===== src/rtl/csa_dot_seq.sv =====
// Multi-cycle packed-SIMD dot-product-accumulate sequencer around one 8-input carry-save tree.
// Optional feature macro: CSA_DOT_SAT_EN (clamps the final sum to 32 bits and reports rsp_sat).

module csa_tree_8 (
  input  logic [7:0][63:0] x,
  output logic [63:0]      s,
  output logic [63:0]      c
);
  logic [63:0] s1a, c1a, s1b, c1b, s2a, c2a, s2b, c2b, s3, c3;

  // Four levels of 3:2 compressors (8 -> 6 -> 4 -> 3 -> 2); carries come out pre-shifted.
  assign s1a = x[0] ^ x[1] ^ x[2];
  assign c1a = ((x[0] & x[1]) | (x[0] & x[2]) | (x[1] & x[2])) << 1;
  assign s1b = x[3] ^ x[4] ^ x[5];
  assign c1b = ((x[3] & x[4]) | (x[3] & x[5]) | (x[4] & x[5])) << 1;
  assign s2a = s1a ^ c1a ^ s1b;
  assign c2a = ((s1a & c1a) | (s1a & s1b) | (c1a & s1b)) << 1;
  assign s2b = c1b ^ x[6] ^ x[7];
  assign c2b = ((c1b & x[6]) | (c1b & x[7]) | (x[6] & x[7])) << 1;
  assign s3  = s2a ^ c2a ^ s2b;
  assign c3  = ((s2a & c2a) | (s2a & s2b) | (c2a & s2b)) << 1;
  assign s   = s3 ^ c3 ^ c2b;
  assign c   = ((s3 & c3) | (s3 & c2b) | (c3 & c2b)) << 1;
endmodule

// Handshakes: a request transfers on a rising edge where req_valid && req_ready; a response
// transfers where rsp_valid && rsp_ready. rsp_data/rsp_sat hold while rsp_valid is waiting.
module csa_dot_seq #(
  parameter int LANES_PER_PASS = 6
) (
  input  logic        clk,
  input  logic        rst,
  input  logic        flush,
  input  logic        req_valid,
  output logic        req_ready,
  input  logic [1:0]  req_mode,
  input  logic        req_signed,
  input  logic [31:0] req_a,
  input  logic [31:0] req_b,
  input  logic [31:0] req_acc,
  output logic        rsp_valid,
  input  logic        rsp_ready,
  output logic [31:0] rsp_data,
  output logic        rsp_sat,
  output logic        busy,
  output logic [1:0]  dbg_state
);
  typedef enum logic [1:0] {IDLE, RUN, ADD, DONE} state_t;

  state_t      state;
  logic [31:0] a_q, b_q;
  logic [1:0]  mode_q, pass_q, last_pass;
  logic        sgn_q;
  logic [63:0] s_q, c_q, tree_s, tree_c;
  logic [7:0][63:0] tree_x;
  logic [31:0] res;
  logic        sat;

  function automatic logic [63:0] lane_prod(input logic [31:0] a, input logic [31:0] b,
                                            input logic [1:0] mode, input logic sgn,
                                            input logic [4:0] idx);
    logic [4:0]         w, nl;
    logic [9:0]         sh;
    logic [31:0]        ra, rb;
    logic [16:0]        ea, eb;
    logic signed [33:0] sa, sb, p;
    case (mode)
      2'd0:    begin w = 5'd16; nl = 5'd2;  end
      2'd1:    begin w = 5'd8;  nl = 5'd4;  end
      2'd2:    begin w = 5'd4;  nl = 5'd8;  end
      default: begin w = 5'd2;  nl = 5'd16; end
    endcase
    sh = 10'(idx) * 10'(w);
    ra = a >> sh;
    rb = b >> sh;
    case (mode)
      2'd0: begin
        ea = {sgn & ra[15], ra[15:0]};
        eb = {sgn & rb[15], rb[15:0]};
      end
      2'd1: begin
        ea = {{9{sgn & ra[7]}}, ra[7:0]};
        eb = {{9{sgn & rb[7]}}, rb[7:0]};
      end
      2'd2: begin
        ea = {{13{sgn & ra[3]}}, ra[3:0]};
        eb = {{13{sgn & rb[3]}}, rb[3:0]};
      end
      default: begin
        ea = {{15{sgn & ra[1]}}, ra[1:0]};
        eb = {{15{sgn & rb[1]}}, rb[1:0]};
      end
    endcase
    sa = 34'($signed(ea));
    sb = 34'($signed(eb));
    p  = sa * sb;
    if (idx >= nl) return 64'd0;
    return {{30{p[33]}}, p};
  endfunction

  always_comb begin
    tree_x = '0;
    for (int j = 0; j < LANES_PER_PASS; j++)
      tree_x[j] = lane_prod(a_q, b_q, mode_q, sgn_q, 5'(32'(pass_q) * LANES_PER_PASS + j));
    tree_x[6] = s_q;
    tree_x[7] = c_q;
  end

  csa_tree_8 u_tree (.x(tree_x), .s(tree_s), .c(tree_c));

  always_comb begin
    case (mode_q)
      2'd2:    last_pass = 2'd1;
      2'd3:    last_pass = 2'd2;
      default: last_pass = 2'd0;
    endcase
  end

`ifdef CSA_DOT_SAT_EN
  localparam logic signed [63:0] SMAX = 64'sh0000_0000_7FFF_FFFF;
  localparam logic signed [63:0] SMIN = 64'shFFFF_FFFF_8000_0000;
  logic [63:0] sum;
  always_comb begin
    sum = s_q + c_q;
    res = sum[31:0];
    sat = 1'b0;
    if (sgn_q) begin
      if ($signed(sum) > SMAX) begin
        res = 32'h7FFF_FFFF;
        sat = 1'b1;
      end else if ($signed(sum) < SMIN) begin
        res = 32'h8000_0000;
        sat = 1'b1;
      end
    end else if (sum > 64'h0000_0000_FFFF_FFFF) begin
      res = 32'hFFFF_FFFF;
      sat = 1'b1;
    end
  end
`else
  // Only the low word matters when wrapping, so the upper half of the add is never built.
  always_comb begin
    res = s_q[31:0] + c_q[31:0];
    sat = 1'b0;
  end
`endif

  assign req_ready = (state == IDLE) && !flush;
  assign busy      = (state != IDLE);
  assign dbg_state = state;

  always_ff @(posedge clk) begin
    if (rst) begin
      state     <= IDLE;
      a_q       <= '0;
      b_q       <= '0;
      mode_q    <= '0;
      sgn_q     <= 1'b0;
      pass_q    <= '0;
      s_q       <= '0;
      c_q       <= '0;
      rsp_valid <= 1'b0;
      rsp_data  <= '0;
      rsp_sat   <= 1'b0;
    end else if (flush) begin
      state     <= IDLE;
      rsp_valid <= 1'b0;
    end else begin
      case (state)
        IDLE: if (req_valid) begin
          a_q    <= req_a;
          b_q    <= req_b;
          mode_q <= req_mode;
          sgn_q  <= req_signed;
          s_q    <= req_signed ? {{32{req_acc[31]}}, req_acc} : {32'b0, req_acc};
          c_q    <= '0;
          pass_q <= '0;
          state  <= RUN;
        end
        RUN: begin
          s_q    <= tree_s;
          c_q    <= tree_c;
          pass_q <= pass_q + 2'd1;
          if (pass_q == last_pass) state <= ADD;
        end
        ADD: begin
          rsp_data  <= res;
          rsp_sat   <= sat;
          rsp_valid <= 1'b1;
          state     <= DONE;
        end
        DONE: if (rsp_ready) begin
          rsp_valid <= 1'b0;
          state     <= IDLE;
        end
        default: state <= IDLE;
      endcase
    end
  end
endmodule


===== config.mk =====
export PLATFORM = sky130hd
export DESIGN_NAME = csa_dot_seq
export DESIGN_NICKNAME = d
export VERILOG_FILES = /design/src/rtl/csa_dot_seq.sv
export SDC_FILE = /design/constraint.sdc
export NUM_CORES = 2
export LEC_CHECK = 0
export CAP_MARGIN = 20
export CORE_ASPECT_RATIO = 2
export CORE_MARGIN = 3
export CORE_UTILIZATION = 33
export DETAILED_ROUTE_END_ITERATION = 6
export PLACE_DENSITY = 0.57
export SETUP_SLACK_MARGIN = 0.5
export SYNTH_ARGS = -nofsm -noshare
export SYNTH_HDL_FRONTEND = slang
export SYNTH_SLANG_ARGS = --single-unit

===== constraint.sdc =====
create_clock -name clk -period 45.5 [get_ports clk]
set_input_delay 9.1 -clock clk [delete_from_list [all_inputs] [get_ports clk]]
set_output_delay 9.1 -clock clk [all_outputs]
set_load 0.02 [all_outputs]

==> results.sh <==
export IMPL_status="complete, but fails checks"
export IMPL_violations="design-rule violations"
export IMPL_setup_violations=0
export IMPL_rows=266
export IMPL_routabilityCongestion=1.028
export IMPL_cts_sinks=166
export IMPL_clk_latency_ns=0.58
export IMPL_dr_total_vias=74970
export IMPL_core_mm2=0.2629
export IMPL_critPathRequiredTime_ns=36.40
export IMPL_yosys_top_cells_area="fa_1, ha_1, inv_1, nand2_1, nor2_1"
export IMPL_hold_path_class="flop to flop"
export IMPL_syn_to_final_growth_pct=7.720
export IMPL_fin_nets=13130
export IMPL_antenna_found_initial=20
export IMPL_tns_ns=0
export IMPL_hold_viol=0
export IMPL_worst_setup_path_start_kind="primary input"
export IMPL_vias_per_cell=5.353
export IMPL_synth_area_leader_cell="fa_1"
export IMPL_synth_ff_type="dfxtp_1"
export IMPL_crit_path_start="flush"
export IMPL_netlist_area_mm2=0.08748
export IMPL_rrSetupSlack_ns=28.09
export IMPL_netlist_area_leader_share_pct=43.46
export IMPL_die_area_mm2=0.2717
export IMPL_dieWidth_um=370.1
export IMPL_p_seq_share_pct=18.1
export IMPL_yosysSeqAreaShare_pct=3.799
export IMPL_arrival_ns=10.62
export IMPL_drc=1
export IMPL_drive_gt1_share_pct=4.852
export IMPL_total_power_mw=0.8878
export IMPL_relSlewSlack_pct=18.45
export IMPL_drt_iter0_drc=5798
export IMPL_hpwlAfterDp_um=314700
export IMPL_numCtsBuffers=17
export IMPL_rsz0062_at_grt="false"
export IMPL_first_pass_iters=7
export IMPL_skew_ns=0.03595
export IMPL_grt_first_pass_wirelength_um=547600
export IMPL_synthTopCellsByCount="inv_1, fa_1, nand2_1, nor2_1, ha_1"
export IMPL_r2r_end="s_q[31]$_SDFFE_PP0P_"
export IMPL_cp_max_fo=8
export IMPL_synth_edf_count=0
export IMPL_final_max_slew_viol_count=0
export IMPL_holdPathEnd="rsp_data[8]$_SDFFE_PP0P_"
export IMPL_power_internal_mw=0.3860
export IMPL_yosysMostFrequentCell="inv_1"
export IMPL_synthCells=10570
export IMPL_worstSetupPathType="primary input to primary output"
export IMPL_portBuffers=140
export IMPL_sw_frac_of_total_pct=56.52
export IMPL_drt_total_wl_um=376700
export IMPL_drtAntennaViolNets=0
export IMPL_hold_path_depth=2
export IMPL_worst_setup_path_end_kind="primary output"
export IMPL_clock_fmax_ghz=0.05072
export IMPL_synth_seq_cells=166
export IMPL_grt_pass1_vias=81280
export IMPL_whs_ns=0.4578
export IMPL_start_util_pct=33.27
export IMPL_r2r_worst_path_cells=59
export IMPL_ir_drop_mv=0.03441
export IMPL_synth_cell_types=107
export IMPL_ys_warn_count=0
export IMPL_die_h_um=734.2
export IMPL_fin_crit_sh_pct=43.33
export IMPL_synthArstFlopShare_pct=0
export IMPL_wl_per_cell_um=26.90
export IMPL_cts_setup_buffers=0
export IMPL_cts_root_buf="clkbuf_16"
export IMPL_tightest_slew_ns=1.223
export IMPL_holdBufCountCts=0
export IMPL_hold_start="rsp_data[8]$_SDFFE_PP0P_"
export IMPL_clock_tree_buffer_depth=2
export IMPL_p_per_area_mw_per_mm2=9.421
export IMPL_cts_tree="done"
export IMPL_pwr_share_clk_pct=20.0
export IMPL_finalCriticalPeriod_ns=19.72
export IMPL_maxCapViolations=0
export IMPL_clk_pin_slew_ns=0.11
export IMPL_r2r_start="pass_q[0]$_SDFFE_PP0P_"
export IMPL_p_comb_share_pct=61.9
export IMPL_post_cts_resized=0
export IMPL_p_switching_mw=0.5017
export IMPL_grt_max_degree=73
export IMPL_ctsHtreeMaxLevel=4
export IMPL_syn_area_per_cell_um2=8.278
export IMPL_p_leak_nw=42.67
export IMPL_track_usage_pct=28.05
export IMPL_io_pins=142
export IMPL_grt_overflow=0
[metrics by stage]
| stage | util [%] | cell area [µm²] | cells | worst slack, ns |
|---|---|---|---|---|
| floorplan | - | 87500 | 10570 | 26.97 |
| global placement | 35.52 | 93400 | 13950 | 25.81 |
| detailed placement | 35.53 | 93420 | 13950 | 25.78 |
| CTS | 35.77 | 94060 | 13980 | 25.79 |
| global route | 35.83 | 94220 | 14000 | 25.71 |
| finish | 35.84 | 94240 | 14000 | 25.78 |
[cell families after synthesis]
family / synth area share, %
compound gates: 9.306
xor+xnor: 2.680
fa+ha+maj: 52.47
buf+inv: 11.24
flops: 3.799
mux: 3.723
other cells: 0.004287
simple gates: 16.79
[worst max-delay path, stage by stage]
cell and delay, ns:
clkdlybuf4s50_1 0.59, nor2_1 0.28, clkdlybuf4s50_1 0.65
[power groups by stage]
stage	clock (mW)	combinational [mW]	sequential, mW
finish	0.178	0.550	0.160
global placement	0	0.531	0.163
CTS	0.183	0.535	0.160
floorplan	0	0.299	0.157
global route	0.187	0.580	0.161
detailed placement	0	0.530	0.163
[layout make-up]
class | count | area (µm²)
Timing Repair Buffer | 413 | 3512
Inverter | 2089 | 7844
Fill cell | 27860 | 168700
Sequential cell | 166 | 3332
Clock buffer | 17 | 425.4
Antenna cell | 8 | 20.02
Clock inverter | 15 | 214.0
Multi-Input combinational cell | 7812 | 74530
Tap cell | 3484 | 4359
[state kept, by name, summed over array words and instances (netlist names)]
name,flops
a_q,32
rsp_data,32
pass_q,2
s_q,32
sgn_q,1
b_q,32
rsp_valid,1
mode_q,2
dbg_state,2
c_q,30
[layer usage]
layer / global-route usage, % / wire [µm]
met2: 49.63 / 189400
met5: 0 / 67
met1: 27.30 / 118000
met3: 4.821 / 22580
met4: 26.73 / 46670
[placed cells by master, fill, tap and decap left out, drive strengths merged, types with 74 or more instances in the layout]
cell,count
nor2b,74
a21o,87
fa,1899
nand3,95
xnor2,182
mux2i,178
a211oi,88
clkdlybuf4s50,139
buf,271
nand2,1471
a21oi,445
nor2,1265
inv,2089
ha,630
o21ai,318
dfxtp,166
nor3,104
xor2,78
nand2b,141
and2,96
[worst max-delay path by stage]
stage / end / depth (start not counted)
after floorplan: req_ready / 1
after global placement: req_ready / 3
after detailed placement: req_ready / 3
after CTS: req_ready / 3
after global routing: req_ready / 3
final: req_ready / 3
(Power assumes the default switching activity.)
